[src/rtl/inst_prefetch_queue_pkg.sv]
// Shared constants for the instruction prefetch queue and its FIFO.
// Holds the NOP filler word, the reset PC and the fetch FSM state encodings.
// Imported by inst_prefetch_queue and sync_fifo.
package inst_prefetch_queue_pkg;

  // Fetch FSM state type and encodings
  typedef logic [0:0] ipq_state_t;

  localparam ipq_state_t  IPQ_IDLE  = 1'b0;
  localparam ipq_state_t  IPQ_REQ   = 1'b1;

  // addi x0, x0, 0 -- presented downstream whenever the queue is empty
  localparam logic [31:0] NOP_INSTR = 32'h0000_0013;
  localparam logic [7:0]  RESET_PC  = 8'h00;

endpackage

[src/rtl/inst_prefetch_queue_sync_fifo.sv]
// Purpose: generic synchronous FIFO with clear, push/pop and occupancy count.
// Latency: a pushed word is visible at head the cycle after the push.
// Backpressure: push ignored when full unless a pop happens the same cycle; pop ignored when empty.
// Ports: clk, rst (sync active-low), clear (sync flush), push/push_data, pop,
//        head (entry at read pointer), full, empty, count.
module sync_fifo
  import inst_prefetch_queue_pkg::*;
#(
  parameter int WIDTH = 40,
  parameter int DEPTH = 4
) (
  input  logic                   clk,
  input  logic                   rst,
  input  logic                   clear,
  input  logic                   push,
  input  logic [WIDTH-1:0]       push_data,
  input  logic                   pop,
  output logic [WIDTH-1:0]       head,
  output logic                   full,
  output logic                   empty,
  output logic [$clog2(DEPTH):0] count
);

  localparam int AW = $clog2(DEPTH);
  localparam logic [AW:0] FULL_LVL = DEPTH[AW:0];

  logic [WIDTH-1:0] mem [DEPTH];
  logic [AW:0]      wr_ptr;
  logic [AW:0]      rd_ptr;
  logic             do_push;
  logic             do_pop;

  // Pointers carry one extra wrap bit so full and empty stay distinguishable.
  assign count   = wr_ptr - rd_ptr;
  assign empty   = (count == '0);
  assign full    = (count == FULL_LVL);
  assign do_pop  = pop && !empty;
  assign do_push = push && (!full || do_pop);
  assign head    = mem[rd_ptr[AW-1:0]];

  always_ff @(posedge clk) begin
    if (!rst) begin
      wr_ptr <= '0;
      rd_ptr <= '0;
    end else if (clear) begin
      wr_ptr <= '0;
      rd_ptr <= '0;
    end else begin
      if (do_push) wr_ptr <= wr_ptr + 1'b1;
      if (do_pop)  rd_ptr <= rd_ptr + 1'b1;
    end
  end

  // Storage needs no reset: occupancy alone decides what is valid.
  always_ff @(posedge clk) begin
    if (do_push && !clear) mem[wr_ptr[AW-1:0]] <= push_data;
  end

endmodule

[src/rtl/inst_prefetch_queue.sv]
// Purpose: instruction fetch front end -- one outstanding imem req/ack, PC-tagged prefetch FIFO, redirect flush.
// Latency: fetched word at inst_out the cycle after imem_ack; redirect to first valid is 2 cycles best case.
// Backpressure: inst_ready low fills the queue; no request issues unless a slot is free for its data.
// Ports: clk, rst (sync active-low); imem_req/imem_addr/imem_ack/imem_rdata (memory side);
//        redirect_valid/redirect_addr (flush + new PC); inst_valid/inst_ready/inst_out/inst_pc (decode side);
//        q_count (occupancy). Optional macro IPQ_PERF_CNT_EN adds fetch_cnt and flush_cnt.
module inst_prefetch_queue
  import inst_prefetch_queue_pkg::*;
#(
  parameter int N        = 32,
  parameter int MEM_ADDR = 8,
  parameter int DEPTH    = 4
) (
  input  logic                     clk,
  input  logic                     rst,
  output logic                     imem_req,
  output logic [MEM_ADDR-1:0]      imem_addr,
  input  logic                     imem_ack,
  input  logic [N-1:0]             imem_rdata,
  input  logic                     redirect_valid,
  input  logic [MEM_ADDR-1:0]      redirect_addr,
  output logic                     inst_valid,
  input  logic                     inst_ready,
  output logic [N-1:0]             inst_out,
  output logic [MEM_ADDR-1:0]      inst_pc,
  output logic [$clog2(DEPTH):0]   q_count
`ifdef IPQ_PERF_CNT_EN
  ,
  output logic [31:0]              fetch_cnt,
  output logic [31:0]              flush_cnt
`endif
);

  localparam int CW = $clog2(DEPTH) + 1;
  localparam logic [CW-1:0] DEPTH_LVL = DEPTH[CW-1:0];

  typedef struct packed {
    logic [N-1:0]        inst;
    logic [MEM_ADDR-1:0] pc;
  } entry_t;

  ipq_state_t          state;
  ipq_state_t          state_nxt;
  logic                squash;
  logic                squash_nxt;
  logic [MEM_ADDR-1:0] fetch_pc;
  logic [MEM_ADDR-1:0] fetch_pc_nxt;
  logic [MEM_ADDR-1:0] req_addr;
  logic [MEM_ADDR-1:0] redirect_pc;
  logic [CW-1:0]       count_nxt;
  logic                ack_in_req;
  logic                push;
  logic                pop;
  logic                fifo_full;
  logic                fifo_empty;
  entry_t              push_entry;
  entry_t              head_entry;

  // Word-aligned redirect target; masking keeps every input bit in use.
  assign redirect_pc = redirect_addr & ~MEM_ADDR'(3);

  assign ack_in_req = (state == IPQ_REQ) && imem_ack;
  // A redirect in the ack cycle discards the data; a squashed ack belongs to a stale request.
  assign push       = ack_in_req && !squash && !redirect_valid && (!fifo_full || pop);
  // The flush wins over a same-cycle pop.
  assign pop        = !fifo_empty && inst_ready && !redirect_valid;
  assign push_entry = '{inst: imem_rdata, pc: req_addr};

  always_comb begin
    count_nxt = q_count + CW'(push) - CW'(pop);
    if (redirect_valid) count_nxt = '0;
  end

  always_comb begin
    fetch_pc_nxt = fetch_pc;
    if (redirect_valid)  fetch_pc_nxt = redirect_pc;
    else if (push)       fetch_pc_nxt = fetch_pc + MEM_ADDR'(4);
  end

  // Redirect while a request is still waiting: the eventual ack must be thrown away.
  always_comb begin
    squash_nxt = squash;
    if (ack_in_req)                                   squash_nxt = 1'b0;
    else if ((state == IPQ_REQ) && redirect_valid)    squash_nxt = 1'b1;
  end

  // Only decide a new request once the current one (if any) has completed.
  // Comparing post-update occupancy keeps a slot reserved for the in-flight word.
  always_comb begin
    state_nxt = state;
    if ((state == IPQ_IDLE) || ack_in_req)
      state_nxt = (count_nxt < DEPTH_LVL) ? IPQ_REQ : IPQ_IDLE;
  end

  always_ff @(posedge clk) begin
    if (!rst) begin
      state    <= IPQ_IDLE;
      squash   <= 1'b0;
      fetch_pc <= MEM_ADDR'(RESET_PC);
      req_addr <= MEM_ADDR'(RESET_PC);
    end else begin
      state    <= state_nxt;
      squash   <= squash_nxt;
      fetch_pc <= fetch_pc_nxt;
      // The request address is frozen while a request is outstanding.
      if ((state == IPQ_IDLE) || ack_in_req)
        req_addr <= fetch_pc_nxt;
    end
  end

  assign imem_req  = (state == IPQ_REQ);
  assign imem_addr = req_addr;

  sync_fifo #(
    .WIDTH (N + MEM_ADDR),
    .DEPTH (DEPTH)
  ) u_fifo (
    .clk       (clk),
    .rst       (rst),
    .clear     (redirect_valid),
    .push      (push),
    .push_data (push_entry),
    .pop       (pop),
    .head      (head_entry),
    .full      (fifo_full),
    .empty     (fifo_empty),
    .count     (q_count)
  );

  assign inst_valid = !fifo_empty;
  assign inst_out   = fifo_empty ? N'(NOP_INSTR) : head_entry.inst;
  assign inst_pc    = fifo_empty ? '0 : head_entry.pc;

`ifdef IPQ_PERF_CNT_EN
  // Saturating event counters.
  always_ff @(posedge clk) begin
    if (!rst) begin
      fetch_cnt <= '0;
      flush_cnt <= '0;
    end else begin
      if (push && (fetch_cnt != '1))           fetch_cnt <= fetch_cnt + 32'd1;
      if (redirect_valid && (flush_cnt != '1)) flush_cnt <= flush_cnt + 32'd1;
    end
  end
`endif

endmodule

[config.mk]
export PLATFORM = sky130hd
export DESIGN_NAME = inst_prefetch_queue
export DESIGN_NICKNAME = d
export VERILOG_FILES = /design/src/rtl/inst_prefetch_queue_pkg.sv /design/src/rtl/inst_prefetch_queue_sync_fifo.sv /design/src/rtl/inst_prefetch_queue.sv
export SDC_FILE = /design/constraint.sdc
export NUM_CORES = 1
export LEC_CHECK = 0
export BUFFER_PORTS_ARGS = -buffer_cell sky130_fd_sc_hd__buf_2
export CAP_MARGIN = 5
export CORE_MARGIN = 5
export CORE_UTILIZATION = 60
export DETAILED_ROUTE_END_ITERATION = 7
export PLACE_DENSITY = 0.82
export SLEW_MARGIN = 20
export SYNTH_ARGS = -nofsm -noshare
export SYNTH_HDL_FRONTEND = slang
export SYNTH_SLANG_ARGS = --single-unit
[constraint.sdc]
create_clock -name clk -period 4.77 [get_ports clk]
set_input_delay 0.7155 -clock clk [delete_from_list [all_inputs] [get_ports clk]]
set_output_delay 0.7155 -clock clk [all_outputs]
set_load 0.01 [all_outputs]
== Word level (Yosys, flattened, before mapping) ==
Memory sizes are Yosys's and may differ from the RTL's. A register that Yosys moved wholly into a read port is not among the register bits.
Cells that the tools add are included.

* Order comparisons: 1
* $add $sub $neg: 6
* Bitwise logic cells: 2
* Eq/ne operators: 1
* Reductions and logical operators: 20
* Muxes and demuxes: 10

{| class="wikitable"
|+ Operators with widths
! operator !! count
|-
| 32-bit 2-to-1 mux || 1
|-
| 8-bit 2-to-1 mux || 3
|-
| 1-bit logical AND || 10
|-
| 8-bit by 3-bit adder with 8-bit output, second input constant || 1
|-
| 3-bit by 1-bit adder with 3-bit output, second input constant || 2
|-
| 1-bit logical NOT || 4
|-
| 2-bit 2-to-1 mux || 2
|-
| 2-bit OR reduction || 2
|-
| 3-bit by 1-bit adder with 3-bit output || 1
|-
| 3-bit equality test, second input constant || 1
|-
| 3-bit logical NOT || 1
|-
| 1-bit logical OR || 3
|-
| 3-bit less-than comparator, second input constant || 1
|-
| 1-bit 2-to-1 mux || 3
|-
| 3-bit 2-to-1 mux || 1
|-
| 3-bit by 1-bit subtractor with 3-bit output || 1
|-
| 3-bit subtractor || 1
|-
| 1-bit NOT || 2
|}

* Logic and storage cells: 47
* Memory bits (writable): 160
* Output and inout bits: 53
* Input bits: 45
* Flip-flop bits (word level): 24
* Memories kept: 1

{| class="wikitable"
|+ Memory list
! memory !! depth !! width !! rd ports !! clocked after Yosys merged registers in !! wr ports !! line !! text
|-
| u_fifo.mem || 4 || 40 || 1 || 1 || 1 || inst_prefetch_queue_sync_fifo.sv:27 || <nowiki>logic [WIDTH-1:0] mem [DEPTH];</nowiki>
|}

== Logic depth before layout (Yosys ltp) ==
* Word-level depth: 12
* Depth in mapped cells: 12

== Modules after synthesis ==
From an unflattened synthesis, not the netlist that was laid out.

* Cells, all modules: 411
* Area, all modules: 7448.4 um^2

{| class="wikitable"
|+ By module, submodules not included
! module !! cells an instance !! area an instance (um^2) !! instances
|-
| sync_fifo || 267 || 6292.3 || 1
|-
| inst_prefetch_queue || 144 || 1156.1 || 1
|}

== Worst setup path after synthesis ==
No wires, ideal clock.

* Path kind: register to output
* From: register u_fifo.wr_ptr[0]
* To: output inst_out[19]
* Setup slack: 1.975 ns
* Arrival time: 2.080 ns
* Buffers on the path: 2
* Stages on the path, launching flop included: 10
* Path through: dfxtp_1 > inv_1 > ha_1 > fa_1 > inv_1 > nor3_4 > inv_1 > buf_2 > clkbuf_1 > and2_1

* Cells in the longest elaborated chain, start to end: 3

{| class="wikitable"
|+ Ends and longest elaborated chain
! item !! line !! text
|-
| start: declaration || inst_prefetch_queue_sync_fifo.sv:28 || <nowiki>logic [AW:0] wr_ptr;</nowiki>
|-
| start signal: assignment || inst_prefetch_queue_sync_fifo.sv:49 || <nowiki>if (do_push) wr_ptr <= wr_ptr + 1'b1;</nowiki>
|-
| 3-bit subtractor || inst_prefetch_queue_sync_fifo.sv:34 || <nowiki>assign count = wr_ptr - rd_ptr;</nowiki>
|-
| named net q_count[1] || inst_prefetch_queue.sv:26 || <nowiki>output logic [$clog2(DEPTH):0] q_count</nowiki>
|-
| 3-bit logical NOT || inst_prefetch_queue_sync_fifo.sv:35 || <nowiki>assign empty = (count == '0);</nowiki>
|-
| 32-bit 2-to-1 mux || inst_prefetch_queue.sv:131 || <nowiki>assign inst_out = fifo_empty ? N'(NOP_INSTR) : head_entry.inst;</nowiki>
|-
| end: declaration || inst_prefetch_queue.sv:24 || <nowiki>output logic [N-1:0] inst_out,</nowiki>
|}

The timed path passes the listed nets, and every way through them passes these cells.

== Worst setup path after layout ==
* From: register u_fifo.wr_ptr[0]
* To: output inst_out[15]

* Cells in the longest elaborated chain, start to end: 3

{| class="wikitable"
|+ Ends and longest elaborated chain
! item !! line
|-
| 3-bit subtractor || inst_prefetch_queue_sync_fifo.sv:34
|-
| 3-bit logical NOT || inst_prefetch_queue_sync_fifo.sv:35
|-
| 32-bit 2-to-1 mux || inst_prefetch_queue.sv:131
|}

Every way passes these cells.

==> results.py <==
metrics = {
    "route": {
        "drt-initial-drc-count": 292,
        "avgViaCountPerCell": 5.48,
        "drt_wl_total_mm": 13.4,
        "ant_nets": 0,
        "drc_errors": 0,
        "vias": 3703,
        "routedWlPerCell_um": 19.8,
        "drt_first_pass_iters": 5,
    },
    "worst_setup_path": {
        "worst_ep_required_time_ns": 4.05,
        "startpoint_type": "flip-flop",
        "timing.rr.end": "u_fifo.mem[1][2]",
        "cp-end-kind": "output pin",
        "r2r.worst_path.cells": 6,
        "crit_path_end": "inst_out[15]",
        "cp-startpoint": "u_fifo.wr_ptr[0]",
        "rrSetupSlack_ns": 1.47,
        "crit_fanout": 21,
        "timing.rr.start": "u_fifo.wr_ptr[0]",
        "crit_arrival_ns": 3.17,
        "path_class": "flip-flop to output pin",
    },
    "cells_and_area": {
        "syn2layout_area_growth_pct": 15.7,
        "fin_cells": 676,
        "fill_cells": 754,
        "drive_above_1_share_pct": 36.6,
        "stdcell_area_um2": 8570,
        "final_nets": 549,
        "antenna_cells": 0,
        "fin_util_pct": 71.0,
    },
    "run_status": {
        "status": "complete, no violations",
    },
    "logic_synthesis": {
        "avgSynthCellArea_um2": 18.6,
        "synth_common_cells": "edfxtp_1, mux4_2, and2_1",
        "synth_xor_area_share_pct": 1.62,
        "synth-adder-area-share_pct": 1.62,
        "synthMuxAreaShare_pct": 12.4,
        "yosys.area.top_type": "edfxtp_1",
        "synth_top_family_by_area": "multiplexers",
        "syn_nets": 452,
        "synth_enable_flop_cells": 160,
        "synthMostInstantiatedCell": "edfxtp_1",
        "yosysWarnings": 0,
        "synth-compound-area-share_pct": 2.21,
        "ys.flop_type": "edfxtp_1",
        "synth_area_leaders": "edfxtp_1, mux4_2, dfxtp_1",
        "synth_cells": 398,
        "async_flop_share_pct": 0,
        "ys_types": 45,
        "synth-simple-area-share_pct": 8.23,
        "ys_seq_area_share_pct": 71.9,
        "synth_top_area_share_pct": 64.9,
        "syn_area_um2": 7400,
        "ys_ff_latch": 186,
    },
    "timing": {
        "slew_violations": 0,
        "fin_crit_ns": 3.88,
        "timing.fmax_ghz": 0.258,
        "tns_ns": 0,
        "maxSlewHeadroom_pct": 26.7,
        "rsz0062_at_grt": "false",
        "clock_skew_ns": 0.00944,
        "setup_violations": 0,
        "min_period_over_period_pct": 81.4,
        "tightest_slew_ns": 1.10,
        "hold_viol": 0,
    },
    "job": {
        "cap_violations": 0,
    },
    "global_route": {
        "grt_pass1_vias": 4026,
        "grt_usage_pct": 19.5,
        "grt_first_pass_wirelength_mm": 21.5,
        "grt_max_degree": 41,
        "grt_overflow": 0,
        "antenna_found_initial": 0,
    },
    "power_and_ir_drop": {
        "power_frac_seq_pct": 55.4,
        "switchingPower_mw": 0.644,
        "ir_drop_mv": 0.262,
        "p_comb_share_pct": 3.6,
        "p_int_mw": 2.60,
        "leakage_nw": 3.02,
        "p_clk_share_pct": 41.0,
        "p_per_area_nw_per_um2": 379,
        "switching_share_pct": 19.8,
    },
    "floorplan": {
        "fp.dieH_um": 121,
        "dieArea_um2": 14700,
        "core_um2": 12100,
        "initial_core_util_pct": 61.4,
        "fp.dieW_um": 121,
        "io_pins": 98,
        "row_count": 40,
    },
    "placement": {
        "place_hpwl_mm": 8.18,
        "postPlaceCellArea_um2": 8000,
        "place_inst": 644,
        "io_buffers": 95,
        "routabilityCongestion": 0.763,
    },
    "clock_tree": {
        "numCtsBuffers": 17,
        "hold_buffers": 0,
        "cts_resized": 0,
        "cts-root-buf": "clkbuf_16",
        "htreeDepth": 4,
        "cts_setup_buffers": 0,
        "cts_buffer_depth": 2,
        "cts_tree": "done",
        "clkTransAtPathRegs_ns": 0.06,
        "cts_sinks": 186,
        "insertion_delay_ns": 0.42,
    },
    "worst_hold_path": {
        "min_path_type": "flip-flop to flip-flop",
    },
}
kinds of logic (layout without fill, tap and decap cells):
kind of cell,after synthesis,in the layout
xor gates and xnor gates,11,11
buffers and inverters,27,137
muxes,42,42
adders and majority gates,9,9
and+or+nand+nor,100,100
DFF,186,186
AOI/OAI and AO/OA,23,23
final cells by class:
class / instances / area (um^2) / area share, %
clock buffers: 20 / 437 / 5.10
clock inverters: 12 / 125 / 1.46
inverters: 6 / 22.5 / 0.263
multi-input cells: 185 / 1940 / 22.6
flip-flops and latches: 186 / 5330 / 62.2
well taps: 168 / 210 / 2.45
repair buffers: 99 / 505 / 5.90
routing by layer:
metal  vias to the layer above  GRT usage (%)  part of all wire, %
met2                       110           32.7                   52
met4                         0           5.52                 0.57
met1                      1848           25.7                   42
li1                       1739              -                    -
met3                         6           4.71                  5.9
met5                         -              0                    0
power groups by stage:
| stage | combinational, mW | sequential [mW] | clock, mW |
|---|---|---|---|
| after floorplan | 0.0643 | 1.83 | 0 |
| after global placement | 0.109 | 1.83 | 0 |
| after detailed placement | 0.115 | 1.84 | 0 |
| after CTS | 0.116 | 1.80 | 1.35 |
| after global routing | 0.128 | 1.80 | 1.43 |
| final | 0.116 | 1.80 | 1.33 |
placed cells by master (no fill, tap or decap), types with 3 or more instances in the layout:
cell / n
nand2_1: 9
and3_1: 3
nor2_1: 13
dfxtp_1: 24
ha_1: 8
clkbuf_1: 3
and2_1: 37
inv_1: 5
clkinv_2: 3
and2_2: 4
nand4_1: 6
or2_2: 3
xor2_1: 3
clkbuf_16: 17
o21ai_0: 7
clkinvlp_4: 3
mux4_2: 40
clkinv_1: 3
nand3_1: 12
a21oi_1: 6
xnor2_1: 6
buf_2: 95
buf_4: 4
edfxtp_1: 160
worst min-delay path by stage:
| stage | startpoint | end | slack [ns] | cells after the start |
|---|---|---|---|---|
| 2_1_floorplan | squash | squash | 0.44 | 2 |
| 3_3_place_gp | squash | squash | 0.46 | 2 |
| 3_5_place_dp | squash | squash | 0.48 | 2 |
| 4_1_cts | squash | squash | 0.49 | 2 |
| 5_1_grt | imem_rdata[29] | u_fifo.mem[2][37] | 0.50 | 1 |
| 6_report | squash | squash | 0.49 | 2 |
flip-flops by register name, summed over array words and instances (netlist names), named ones only:
register and count:
u_fifo.mem 160, fetch_pc 8, imem_addr 8, u_fifo.rd_ptr 3
u_fifo.wr_ptr 3, imem_req 1, squash 1
critical path: stages, from the launching register on:
cell and delay [ns]:
dfxtp_1 0.41, inv_1 0.12, ha_1 0.21, fa_1 0.58
inv_1 0.11, nor3_4 0.30, inv_1 0.39, buf_4 0.33
and2_1 0.15, buf_2 0.13
metrics by stage:
step / power [mW] / worst slack, ns / hold slack, ns
4_1_cts: 3.27 / 0.845 / 0.493
3_3_place_gp: 1.94 / 1.39 / 0.456
3_5_place_dp: 1.95 / 1.31 / 0.478
2_1_floorplan: 1.90 / 1.97 / 0.444
6_report: 3.25 / 0.889 / 0.488
5_1_grt: 3.36 / 0.653 / 0.500
(Power assumes the default switching activity.)
